<file path="src/rtl/lcd_spi_init_seq.sv">
// ---------------------------------------------------------------------------
// lcd_spi_init_seq
// Power-up configurator for the LCD panel's 3-wire serial register port.
// Walks an external command ROM and sends 9-bit words (D/C bit first, then
// 8 data bits MSB first). It also executes millisecond delays and reports
// busy/done, so the system can hold the panel enable until configuration
// has finished.
//
// Parameters
//   CLK_DIV    clk_50 cycles per SCLK half-period
//   MS_CYCLES  clk_50 cycles per delay unit
//   ADDR_W     ROM address width (ROM depth = 2**ADDR_W)
//
// Ports
//   clk_50_i    system clock
//   reset_i     asynchronous, active-high reset
//   start_i     1-cycle pulse: run the sequence from address 0
//   rom_addr_o  command ROM address
//   rom_data_i  ROM word {kind[1:0], val[7:0]}; valid 1 cycle after the address
//   spi_cs_n_o  panel chip select, active low
//   spi_sclk_o  serial clock, idle low
//   spi_sdo_o   serial data; changes at the start of each low phase
//   busy_o      high while the sequence runs
//   done_o      high after the sequence ends; cleared by the next start
//
// ROM kind: 00 command byte, 01 data byte, 10 delay val*MS_CYCLES, 11 end.
//
// Optional build macro LCD_INIT_AUTOSTART_EN: a power-on counter waits
// 10*MS_CYCLES cycles after reset release and then starts the sequence once.
// The counter is not built when the macro is undefined.
//
// state  | meaning
// IDLE   | waiting for start
// FETCH  | ROM read latency cycle
// DECODE | dispatch on the ROM kind field
// SHIFT  | cs_n low, 9 bits out on sclk/sdo
// GAP    | cs_n high for CLK_DIV cycles after a word
// DELAY  | count val*MS_CYCLES cycles
// NEXT   | advance the address or stop at the last ROM entry
// DONE   | sequence complete, waiting for a new start
// ---------------------------------------------------------------------------
module lcd_spi_init_seq #(
  parameter int CLK_DIV   = 25,
  parameter int MS_CYCLES = 50000,
  parameter int ADDR_W    = 5
) (
  input  logic              clk_50_i,
  input  logic              reset_i,
  input  logic              start_i,
  output logic [ADDR_W-1:0] rom_addr_o,
  input  logic [9:0]        rom_data_i,
  output logic              spi_cs_n_o,
  output logic              spi_sclk_o,
  output logic              spi_sdo_o,
  output logic              busy_o,
  output logic              done_o
);

  // The delay counter holds up to 255*MS_CYCLES without overflow.
  localparam int DLY_W = 8 + $clog2(MS_CYCLES);
  localparam int DIV_W = (CLK_DIV > 1) ? $clog2(CLK_DIV) : 1;
  localparam logic [DIV_W-1:0] DIV_LOAD = DIV_W'(CLK_DIV - 1);
  localparam logic [DLY_W-1:0] MS_L     = DLY_W'(MS_CYCLES);

  typedef enum logic [2:0] {
    S_IDLE,
    S_FETCH,
    S_DECODE,
    S_SHIFT,
    S_GAP,
    S_DELAY,
    S_NEXT,
    S_DONE
  } state_t;

  state_t             state_q, state_d;
  logic [DIV_W-1:0]   div_q, div_d;
  logic [3:0]         bit_q, bit_d;
  logic               phase_q, phase_d;   // 0 = sclk low half, 1 = sclk high half
  logic [8:0]         shreg_q, shreg_d;
  logic [DLY_W-1:0]   dly_q, dly_d;
  logic [ADDR_W-1:0]  addr_q, addr_d;

  logic               cs_n_q, cs_n_d;
  logic               sclk_q, sclk_d;
  logic               sdo_q, sdo_d;
  logic               busy_q, busy_d;
  logic               done_q, done_d;

  logic               go_start;

`ifdef LCD_INIT_AUTOSTART_EN
  localparam int POR_CYC = 10 * MS_CYCLES;
  localparam int POR_W   = $clog2(POR_CYC + 1);

  logic [POR_W-1:0] por_q;
  logic             armed_q;
  logic             auto_fire;

  // The single shot is spent when the counter expires even if the sequence
  // was already started by hand; it only fires from IDLE.
  assign auto_fire = armed_q && (por_q == '0) && (state_q == S_IDLE);
  assign go_start  = start_i | auto_fire;

  always_ff @(posedge clk_50_i or posedge reset_i) begin
    if (reset_i) begin
      por_q   <= POR_W'(POR_CYC - 1);
      armed_q <= 1'b1;
    end else if (armed_q) begin
      if (por_q == '0) begin
        armed_q <= 1'b0;
      end else begin
        por_q <= por_q - POR_W'(1);
      end
    end
  end
`else
  assign go_start = start_i;
`endif

  // State and datapath registers
  always_ff @(posedge clk_50_i or posedge reset_i) begin
    if (reset_i) begin
      state_q <= S_IDLE;
      div_q   <= '0;
      bit_q   <= '0;
      phase_q <= 1'b0;
      shreg_q <= '0;
      dly_q   <= '0;
      addr_q  <= '0;
      cs_n_q  <= 1'b1;
      sclk_q  <= 1'b0;
      sdo_q   <= 1'b0;
      busy_q  <= 1'b0;
      done_q  <= 1'b0;
    end else begin
      state_q <= state_d;
      div_q   <= div_d;
      bit_q   <= bit_d;
      phase_q <= phase_d;
      shreg_q <= shreg_d;
      dly_q   <= dly_d;
      addr_q  <= addr_d;
      cs_n_q  <= cs_n_d;
      sclk_q  <= sclk_d;
      sdo_q   <= sdo_d;
      busy_q  <= busy_d;
      done_q  <= done_d;
    end
  end

  // Next-state and counter logic
  always_comb begin
    state_d = state_q;
    div_d   = div_q;
    bit_d   = bit_q;
    phase_d = phase_q;
    shreg_d = shreg_q;
    dly_d   = dly_q;
    addr_d  = addr_q;

    case (state_q)
      S_IDLE, S_DONE: begin
        if (go_start) begin
          state_d = S_FETCH;
          addr_d  = '0;
        end
      end

      S_FETCH: state_d = S_DECODE;

      S_DECODE: begin
        case (rom_data_i[9:8])
          2'b00, 2'b01: begin
            state_d = S_SHIFT;
            // D/C bit equals kind[0]
            shreg_d = {rom_data_i[8], rom_data_i[7:0]};
            div_d   = DIV_LOAD;
            phase_d = 1'b0;
            bit_d   = 4'd8;
          end
          2'b10: begin
            if (rom_data_i[7:0] == 8'd0) begin
              state_d = S_NEXT;
            end else begin
              state_d = S_DELAY;
              dly_d   = DLY_W'(rom_data_i[7:0]) * MS_L - DLY_W'(1);
            end
          end
          default: state_d = S_DONE;
        endcase
      end

      S_SHIFT: begin
        if (div_q != '0) begin
          div_d = div_q - DIV_W'(1);
        end else if (!phase_q) begin
          phase_d = 1'b1;
          div_d   = DIV_LOAD;
        end else if (bit_q == 4'd0) begin
          state_d = S_GAP;
          phase_d = 1'b0;
          div_d   = DIV_LOAD;
        end else begin
          phase_d = 1'b0;
          div_d   = DIV_LOAD;
          bit_d   = bit_q - 4'd1;
          shreg_d = {shreg_q[7:0], 1'b0};
        end
      end

      S_GAP: begin
        if (div_q == '0) begin
          state_d = S_NEXT;
        end else begin
          div_d = div_q - DIV_W'(1);
        end
      end

      S_DELAY: begin
        if (dly_q == '0) begin
          state_d = S_NEXT;
        end else begin
          dly_d = dly_q - DLY_W'(1);
        end
      end

      S_NEXT: begin
        // Stop at the last ROM entry instead of wrapping to address 0.
        if (addr_q == '1) begin
          state_d = S_DONE;
        end else begin
          addr_d  = addr_q + ADDR_W'(1);
          state_d = S_FETCH;
        end
      end

      default: state_d = S_IDLE;
    endcase
  end

  // Outputs are derived from the next state so the registered pins line up
  // with the state they belong to (cs_n low in the first SHIFT cycle).
  always_comb begin
    cs_n_d = (state_d != S_SHIFT);
    sclk_d = (state_d == S_SHIFT) && phase_d;
    sdo_d  = (state_d == S_SHIFT) ? shreg_d[8] : sdo_q;
    busy_d = (state_d != S_IDLE) && (state_d != S_DONE);
    done_d = (state_d == S_DONE);
  end

  assign rom_addr_o = addr_q;
  assign spi_cs_n_o = cs_n_q;
  assign spi_sclk_o = sclk_q;
  assign spi_sdo_o  = sdo_q;
  assign busy_o     = busy_q;
  assign done_o     = done_q;

endmodule
</file>
<file path="config.mk">
export PLATFORM = sky130hd
export DESIGN_NAME = lcd_spi_init_seq
export DESIGN_NICKNAME = d
export VERILOG_FILES = /design/src/rtl/lcd_spi_init_seq.sv
export SDC_FILE = /design/constraint.sdc
export NUM_CORES = 1
export LEC_CHECK = 0
export BUFFER_PORTS_ARGS = -buffer_cell sky130_fd_sc_hd__buf_4
export CELL_PAD_IN_SITES_DETAIL_PLACEMENT = 0
export CELL_PAD_IN_SITES_GLOBAL_PLACEMENT = 1
export CORE_MARGIN = 4
export CORE_UTILIZATION = 45
export DETAILED_ROUTE_END_ITERATION = 16
export HOLD_SLACK_MARGIN = 0.15
export PLACE_DENSITY = 0.76
export REMOVE_ABC_BUFFERS = 1
export SLEW_MARGIN = 25
export SYNTH_ARGS = -nofsm -noshare
export SYNTH_HDL_FRONTEND = slang
export SYNTH_SLANG_ARGS = --single-unit
</file>
<file path="constraint.sdc">
create_clock -name clk_50_i -period 3.7 [get_ports clk_50_i]
set_clock_uncertainty 0.15 [all_clocks]
set_input_delay 0 -clock clk_50_i [delete_from_list [all_inputs] [get_ports clk_50_i]]
set_output_delay 0 -clock clk_50_i [all_outputs]
set_load 0.01 [all_outputs]
</file>
==> results by group, run 1 <==
Pwr
  • Leak: 2.869 nW
  • Power per standard cell area: 647.4 nW/um^2
  • Peak supply drop: 0.3505 mV

Clock network
  • Clock Tree Buf Depth: 2
  • Clk root buf: clkbuf_8
  • Clk_lat worst skew: 0.32 ns
  • Clock transition at the registers of the reported paths: 0.11 ns
  • Clk sink count: 56
  • CTS tree: done
  • Total CTS buffers: 5
  • H-tree depth: 2

Logic synthesis
  • Ys flop type: dfrtp_1
  • Number of synthesized flops with an enable pin: 0
  • Netlist cell types: 68
  • Syn Std Cell Area: 4926 sq um
  • Post-synthesis sequential area ratio: 0.2847
  • Yosys reg bits: 56
  • Synth warn: 0
  • Asr flop ratio synth: 1.000
  • Mean Syn Cell Area: 8.750 sq um
  • Post-synthesis instance total: 563

Timing
  • RSZ-0062 raised after global routing: true
  • Fmax achieved: 0.2574 GHz
  • Measured slew at the worst slew-check pin: 0.8520 ns
  • Fin Setup TNS: -0.9939 ns
  • Count of final hold-check violations: 0
  • Tmin final: 3.885 ns
  • Final setup margin: -0.1846 ns
  • Slew headroom: 0.4320
  • Final Setup Violations: 8
  • Tcrit/Tclk final: 1.050
  • Max-slew violation count: 0

Critical path
  • Worst reg2reg path depth: 11
  • Critical path type: primary input to flip-flop
  • Crit end category: flip-flop
  • RR Endpoint: dly_q[15]
  • Worst EP required: 3.74 ns
  • Startpoint Class: primary input
  • CP max FO: 3
  • Flop2flop setup slack: 0.42 ns
  • Worst EP arrival: 3.93 ns
  • Worst R2R Start: dly_q[0]

Worst hold path
  • Hold path start: rom_data_i[1]
  • Hold WC Path Type: primary input to flip-flop
  • Hold path cells: 6
  • End point of the worst hold path: dly_q[7]

Global routing
  • Overall Global Routing Usage: 0.1984
  • Vias in the first global route: 4386
  • Overflow after GRT: 0
  • Global-route wire length before repair: 21240 um
  • Pin count of the biggest net entering global routing: 57
  • Initial antenna violation count: 0

Run
  • Max_cap viols: 0

Routing
  • DR vias: 4438
  • 1st-iter DRT viols: 231
  • Routed Antenna Nets: 0
  • Avg Vias per Cell: 5.520
  • # DRC: 0
  • Pre-antenna DRT Iters: 8
  • WL/cell: 15.37 um
  • Drt total wl: 12360 um

Layout
  • Antenna fix cells: 0
  • Most frequent cells in the layout: buf_4 (99), dfrtp_1 (55), nand2_1 (52), ha_1 (52), o21ai_0 (46)
  • Final design utilization: 0.6032
  • Post-route insts no fill: 804
  • Filler instances: 932
  • Area growth from synthesis to layout: 28.68%
  • Final net count: 756
  • Layout cells sized above 1: 0.2530
  • Commonest non-fill, non-tap cell in the layout: buf_4

Floorplan
  • Initial Util: 0.4687
  • Chip height: 112.6 um
  • Die width: 112.6 um
  • CORE AREA: 10510 sq um
  • Row count: 37
  • IO Pins: 23
  • Die area: 12680 sq um

Status
  • Failing checks: negative setup slack
  • Status: finished, violations left

Placed design
  • HPWL Detailed: 9429 um
  • Inst Count DP: 778
  • RePlAce Congestion: 0.8618
  • Port Buf Inserts: 22
flip-flops by register name, indices dropped and copies added, names as in the netlist:
| name | flops |
|---|---|
| bit_q | 4 |
| busy_o | 1 |
| div_q | 5 |
| dly_q | 24 |
| done_o | 1 |
| phase_q | 1 |
| rom_addr_o | 5 |
| shreg_q | 9 |
| spi_cs_n_o | 1 |
| spi_sclk_o | 1 |
| spi_sdo_o | 1 |
| state_q | 3 |
power by group:
| group | internal [mW] | switching [mW] | leakage [nW] |
|---|---|---|---|
| clock | 0.154 | 0.212 | 0.0516 |
| combinational | 1.28 | 1.35 | 2.14 |
| sequential | 0.863 | 0.252 | 0.682 |
what timing repair did:
| item | 4_1_cts | 5_1_grt |
|---|---|---|
| gates resized for setup | 32 | 20 |
| hold buffers | 13 | 0 |
| buffers inserted | 3 | 2 |
| pin swaps | 26 | 16 |
| hold endpoints to repair | 87 | 0 |
| endpoints found under the setup margin | 10 | 10 |
stage by stage:
| step | setup slack (ns) | area (sq um) | power [mW] | hold slack (ns) |
|---|---|---|---|---|
| detailed placement | -0.9459 | 5751 | 3.432 | 0.1100 |
| CTS | -0.1454 | 6230 | 4.013 | 0.2747 |
| global placement | -0.8331 | 5751 | 3.365 | 0.1025 |
| floorplan | -0.5223 | 4852 | 2.558 | -0.04131 |
| global route | -0.3086 | 6339 | 4.475 | 0.3158 |
| finish | -0.1846 | 6339 | 4.103 | 0.2703 |
per-layer routing:
layer | vias to the layer above | part of all wire | GRT usage
li1 | 2245 | - | -
met1 | 2113 | 0.48 | 0.2799
met2 | 68 | 0.48 | 0.3306
met3 | 12 | 0.023 | 0.01617
met4 | 0 | 0.014 | 0.04728
met5 | - | 0 | 0
cells by family after synthesis:
logic type / count (synthesis) / share of synthesized area
AO/OA/AOI/OAI: 155 / 0.2040
buffers and inverters: 56 / 0.04394
flip-flops: 56 / 0.2847
multiplexers: 4 / 0.008890
AND/OR/NAND/NOR: 185 / 0.1920
adder cells (fa/ha/maj): 76 / 0.2113
XOR/XNOR: 31 / 0.05512
cell usage after synthesis (13+ instances only):
| cell | instances | area, sq um |
|---|---|---|
| ha_1 | 64 | 800.8 |
| dfrtp_1 | 55 | 1376 |
| nand2_1 | 55 | 206.5 |
| o21ai_0 | 51 | 255.2 |
| nor2_1 | 44 | 165.2 |
| inv_1 | 37 | 138.9 |
| a21oi_1 | 32 | 160.2 |
| nor3_1 | 19 | 95.09 |
| xor2_1 | 16 | 140.1 |
| xnor2_1 | 15 | 131.4 |
| clkbuf_1 | 13 | 48.80 |
| nand3_1 | 13 | 65.06 |
cell type report:
class | instances | area, sq um | share of cell area
repair buffers | 115 | 910.9 | 0.1437
flip-flops and latches | 56 | 1403 | 0.2213
inverters | 38 | 142.6 | 0.02250
multi-input cells | 451 | 3616 | 0.5705
clock buffers | 6 | 82.58 | 0.01303
clock inverters | 2 | 13.76 | 0.002171
well taps | 136 | 170.2 | 0.02685
worst max-delay path by stage:
stage | start | end
after floorplan | rom_data_i[2] | dly_q[18]
after global placement | rom_data_i[2] | dly_q[18]
after detailed placement | rom_data_i[2] | dly_q[18]
after CTS | rom_data_i[4] | dly_q[18]
after global routing | rom_data_i[4] | dly_q[23]
final | rom_data_i[4] | dly_q[20]
worst max-delay path, stage by stage:
cell	delay, ns
buf_8	0.10
ha_4	0.24
ha_4	0.25
inv_2	0.03
fa_1	0.47
inv_1	0.05
fa_2	0.56
ha_4	0.23
xor2_2	0.15
or3_4	0.37
or4_4	0.57
nor4b_4	0.34
nand2_2	0.13
nor2_1	0.15
xor2_1	0.18
o21ai_0	0.10
Note: power is estimated with default switching activity, not from simulation.
==> run 2, diff against run 1 <==
ABC_AREA = 1   (was not set)
PLACE_DENSITY = 0.79   (was 0.76)
==> run 2 against run 1 <==
The run now ends clean. Critical path depth up 5. Clock power grew 57%. Power increased by 4.3%. Synthesized area up 15%. Worst setup slack improved by 0.49 ns. Critical endpoint is now dly_q[21]. Largest power group unchanged. Sequential power down 4%.
==> results by group, run 2 <==
Logic synthesis
  • Area share of the largest cell type after synthesis: 0.2437 (-0.03566)
  • Most instantiated cells after synthesis: nand2_1 (187), inv_1 (111), nor2_1 (82)
  • Ys flop type: dfrtp_1
  • Number of synthesized flops with an enable pin: 0 (unchanged)
  • Largest family of logic cells by synthesized area: simple AND/OR/NAND/NOR gates
  • Yosys top cell by area: dfrtp_1
  • Synth warn: 0 (unchanged)
  • Synth Area in Compound Gates: 0.1088 (-0.09517)
  • Asr flop ratio synth: 1.000 (unchanged)
  • Mean Syn Cell Area: 7.130 sq um (-19%)
  • Simple-Gate Fraction of Synth Area: 0.3350 (+0.1430)
  • Top cells by area, synth: dfrtp_1 (24%), ha_1 (14%), nand2_1 (12%)
  • XOR/XNOR Fraction of Synth Area: 0.02637 (-0.02875)
  • Count leader, synth: nand2_1
  • Mux contribution to synthesized area: 0 (-0.008890)
  • Netlist cell types: 49 (-28%)
  • Post-synthesis instance total: 792 (+41%)
  • Yosys reg bits: 56 (unchanged)
  • Syn Std Cell Area: 5647 sq um (+15%)
  • Post-synthesis sequential area ratio: 0.2484 (-0.03634)
  • Adder-cell share of the synthesized area: 0.1844 (-0.02697)

Critical path
  • Startpoint Class: primary input
  • Top cell by count, worst path: nand2_1
  • Worst reg2reg path depth: 14 (+3)
  • Max incr delay on CP: 0.46 ns (-0.11 ns)
  • RR Endpoint: dly_q[23]
  • Worst R2R Start: dly_q[0]
  • Critical path origin: rom_data_i[6]
  • Critical path type: primary input to flip-flop
  • CP max FO: 4 (+1)
  • Crit end category: flip-flop
  • Flop2flop setup slack: 1.08 ns (+0.66 ns)
  • Cells along the critical path: buf_4 > inv_1 > ha_1 > ha_1 > fa_1 > fa_1 > ha_1 > nand2_1 > nor2_1 > nand3_1 > nand3_1 > nand2_1 > nand2_1 > nand2_1 > nor2_4 > nand2_1 > nand2_1 > nand3_1 > nand2_1 > nand2_1 > nand2_1
  • Worst EP arrival: 3.48 ns (-0.45 ns)
  • Worst Setup EP: dly_q[21]
  • Worst EP required: 3.79 ns (+0.05 ns)
  • Slowest CP cell: fa_1

Global routing
  • Initial antenna violation count: 0 (unchanged)
  • GR Util met3: 0.02121 (+0.005034)
  • Overall Global Routing Usage: 0.2004 (+0.002046)
  • Vias in the first global route: 5138 (+17%)
  • Met2 Use GR: 0.3565 (+0.02595)
  • Global-route wire length before repair: 23890 um (+12%)
  • Overflow after GRT: 0 (unchanged)
  • Pin count of the biggest net entering global routing: 31 (-46%)
  • GR Layer Usage met1: 0.2572 (-0.02269)
  • GR peak layer: met2

Timing
  • Tcrit/Tclk final: 0.9168 (-0.1331)
  • Fmax achieved: 0.2948 GHz (+15%)
  • Slew headroom: 0.4515 (+0.01954)
  • Final Setup Violations: 0 (-8)
  • Tmin final: 3.392 ns (-0.4924 ns)
  • Measured slew at the worst slew-check pin: 0.8197 ns (-0.03233 ns)
  • Count of final hold-check violations: 0 (unchanged)
  • RSZ-0062 raised after global routing: false
  • Max-slew violation count: 0 (unchanged)

Clock network
  • Clock Tree Buf Depth: 2 (unchanged)
  • Clock transition at the registers of the reported paths: 0.07 ns (-0.04 ns)
  • Clk_lat worst skew: 0.30 ns (-0.02 ns)
  • Total CTS buffers: 5 (unchanged)
  • H-tree depth: 2 (unchanged)
  • Clk root buf: clkbuf_16
  • Clk sink count: 56 (unchanged)
  • CTS tree: done

Worst hold path
  • Hold WC Path Type: primary input to async pin

Layout
  • Largest regs: dly_q x24, shreg_q x9
  • Layout cells sized above 1: 0.1723 (-0.08074)
  • Most frequent cells in the layout: nand2_1 (183), inv_1 (110), nor2_1 (76)
  • Most flop-heavy register: dly_q
  • Commonest non-fill, non-tap cell in the layout: nand2_1
  • Area growth from synthesis to layout: 17.99%
  • Finished Cell Area: 6663 sq um (+5.1%)
  • Final net count: 953 (+26%)
  • Antenna fix cells: 0 (unchanged)
  • Max reg flops: 24 (unchanged)

Floorplan
  • IO Pins: 23 (unchanged)
  • Die area: 14400 sq um (+14%)
  • Row count: 40 (+8.1%)
  • Chip height: 120.0 um (+6.6%)
  • Die width: 120.0 um (+6.6%)
  • Initial Util: 0.4643 (-0.004446)
  • CORE AREA: 12160 sq um (+16%)

Routing
  • Drt total wl: 13650 um (+10%)
  • Pre-antenna DRT Iters: 5 (-3)
  • WL/cell: 13.21 um (-14%)
  • Routed Antenna Nets: 0 (unchanged)
  • DR vias: 5218 (+18%)
  • # DRC: 0 (unchanged)
  • 1st-iter DRT viols: 360 (+56%)
  • Avg Vias per Cell: 5.051 (-8.5%)

Placed design
  • HPWL Detailed: 11120 um (+18%)
  • Port Buf Inserts: 22 (unchanged)
  • Area after DPL: 6236 sq um (+8.4%)
  • RePlAce Congestion: 0.8821 (+2.4%)

Run
  • Max_cap viols: 0 (unchanged)

Pwr
  • Peak supply drop: 0.2157 mV (-38%)
  • Leak: 3.425 nW (+19%)
  • Power per standard cell area: 642.4 nW/um^2 (-0.77%)
  • Tot Pwr: 4.280 mW (+4.3%)

Status
  • Status: finished, final reports clean
==> run 2: cell families (layout without fill, tap and decap cells) <==
kind of cell,Yosys count,after routing
XOR/XNOR,17,17
buffers and inverters,138,211
adder cells (fa/ha/maj),76,76
AND/OR/NAND/NOR,405,405
AO/OA/AOI/OAI,100,100
flip-flops,56,56
==> run 2: timing repair <==
item / CTS / global route
resized for setup: 0 / 20
setup endpoints to repair: 0 / 9
setup buffers: 0 / 1
hold buffers: 15 / 0
hold endpoints to repair: 57 / 0
==> run 2: per-layer routing <==
| layer | vias up | share of wire |
|---|---|---|
| met5 | - | 0 |
| met4 | 0 | 0.019 |
| met3 | 17 | 0.040 |
| met2 | 98 | 0.49 |
| met1 | 2389 | 0.45 |
| li1 | 2714 | - |
==> run 2: final cells by class <==
cell class / instances / area [sq um]
Tap cell: 168 / 210.2
Sequential cell: 56 / 1403
Clock buffer: 7 / 152.6
Multi-Input combinational cell: 598 / 3782
Inverter: 129 / 491.7
Fill cell: 1184 / 5499
Clock inverter: 1 / 30.03
Timing Repair Buffer: 74 / 593.1
==> run 2: worst min-delay path by stage <==
stage	to	cells after the start	from	slack (ns)
floorplan	shreg_q[5]	2	rom_data_i[5]	-0.04
global placement	dly_q[1]	2	reset_i	-0.03
detailed placement	rom_addr_o[0]	2	reset_i	-0.03
CTS	dly_q[7]	6	rom_data_i[1]	0.20
global route	rom_addr_o[0]	3	reset_i	0.25
finish	rom_addr_o[0]	3	reset_i	0.19
==> run 2: power breakdown <==
part	total [mW]	switching [mW]	internal, mW	leakage [nW]
clock network	0.574	0.217	0.357	0.0901
registers	1.08	0.219	0.860	0.681
logic	2.63	1.61	1.02	2.65
==> run 2: stage by stage <==
stage | instances | worst slack (ns) | utilization | TNS [ns] | hold WS (ns)
after CTS | 1032 | 0.1552 | 0.5401 | 0 | 0.2049
after global placement | 1009 | -0.04577 | 0.5128 | -0.2143 | -0.02638
final | 1033 | 0.3078 | 0.5478 | 0 | 0.1860
after detailed placement | 1009 | -0.1221 | 0.5128 | -0.6882 | -0.02733
after global routing | 1033 | 0.01826 | 0.5478 | 0 | 0.2543
after floorplan | 783 | 0.2866 | - | 0 | -0.03847
==> run 2: critical path: cells and delay by family <==
family	cells	cell delay (ns)
adder cells (fa/ha/maj)	5	1.92
buffers and inverters	2	0.14
AND/OR/NAND/NOR	14	1.42
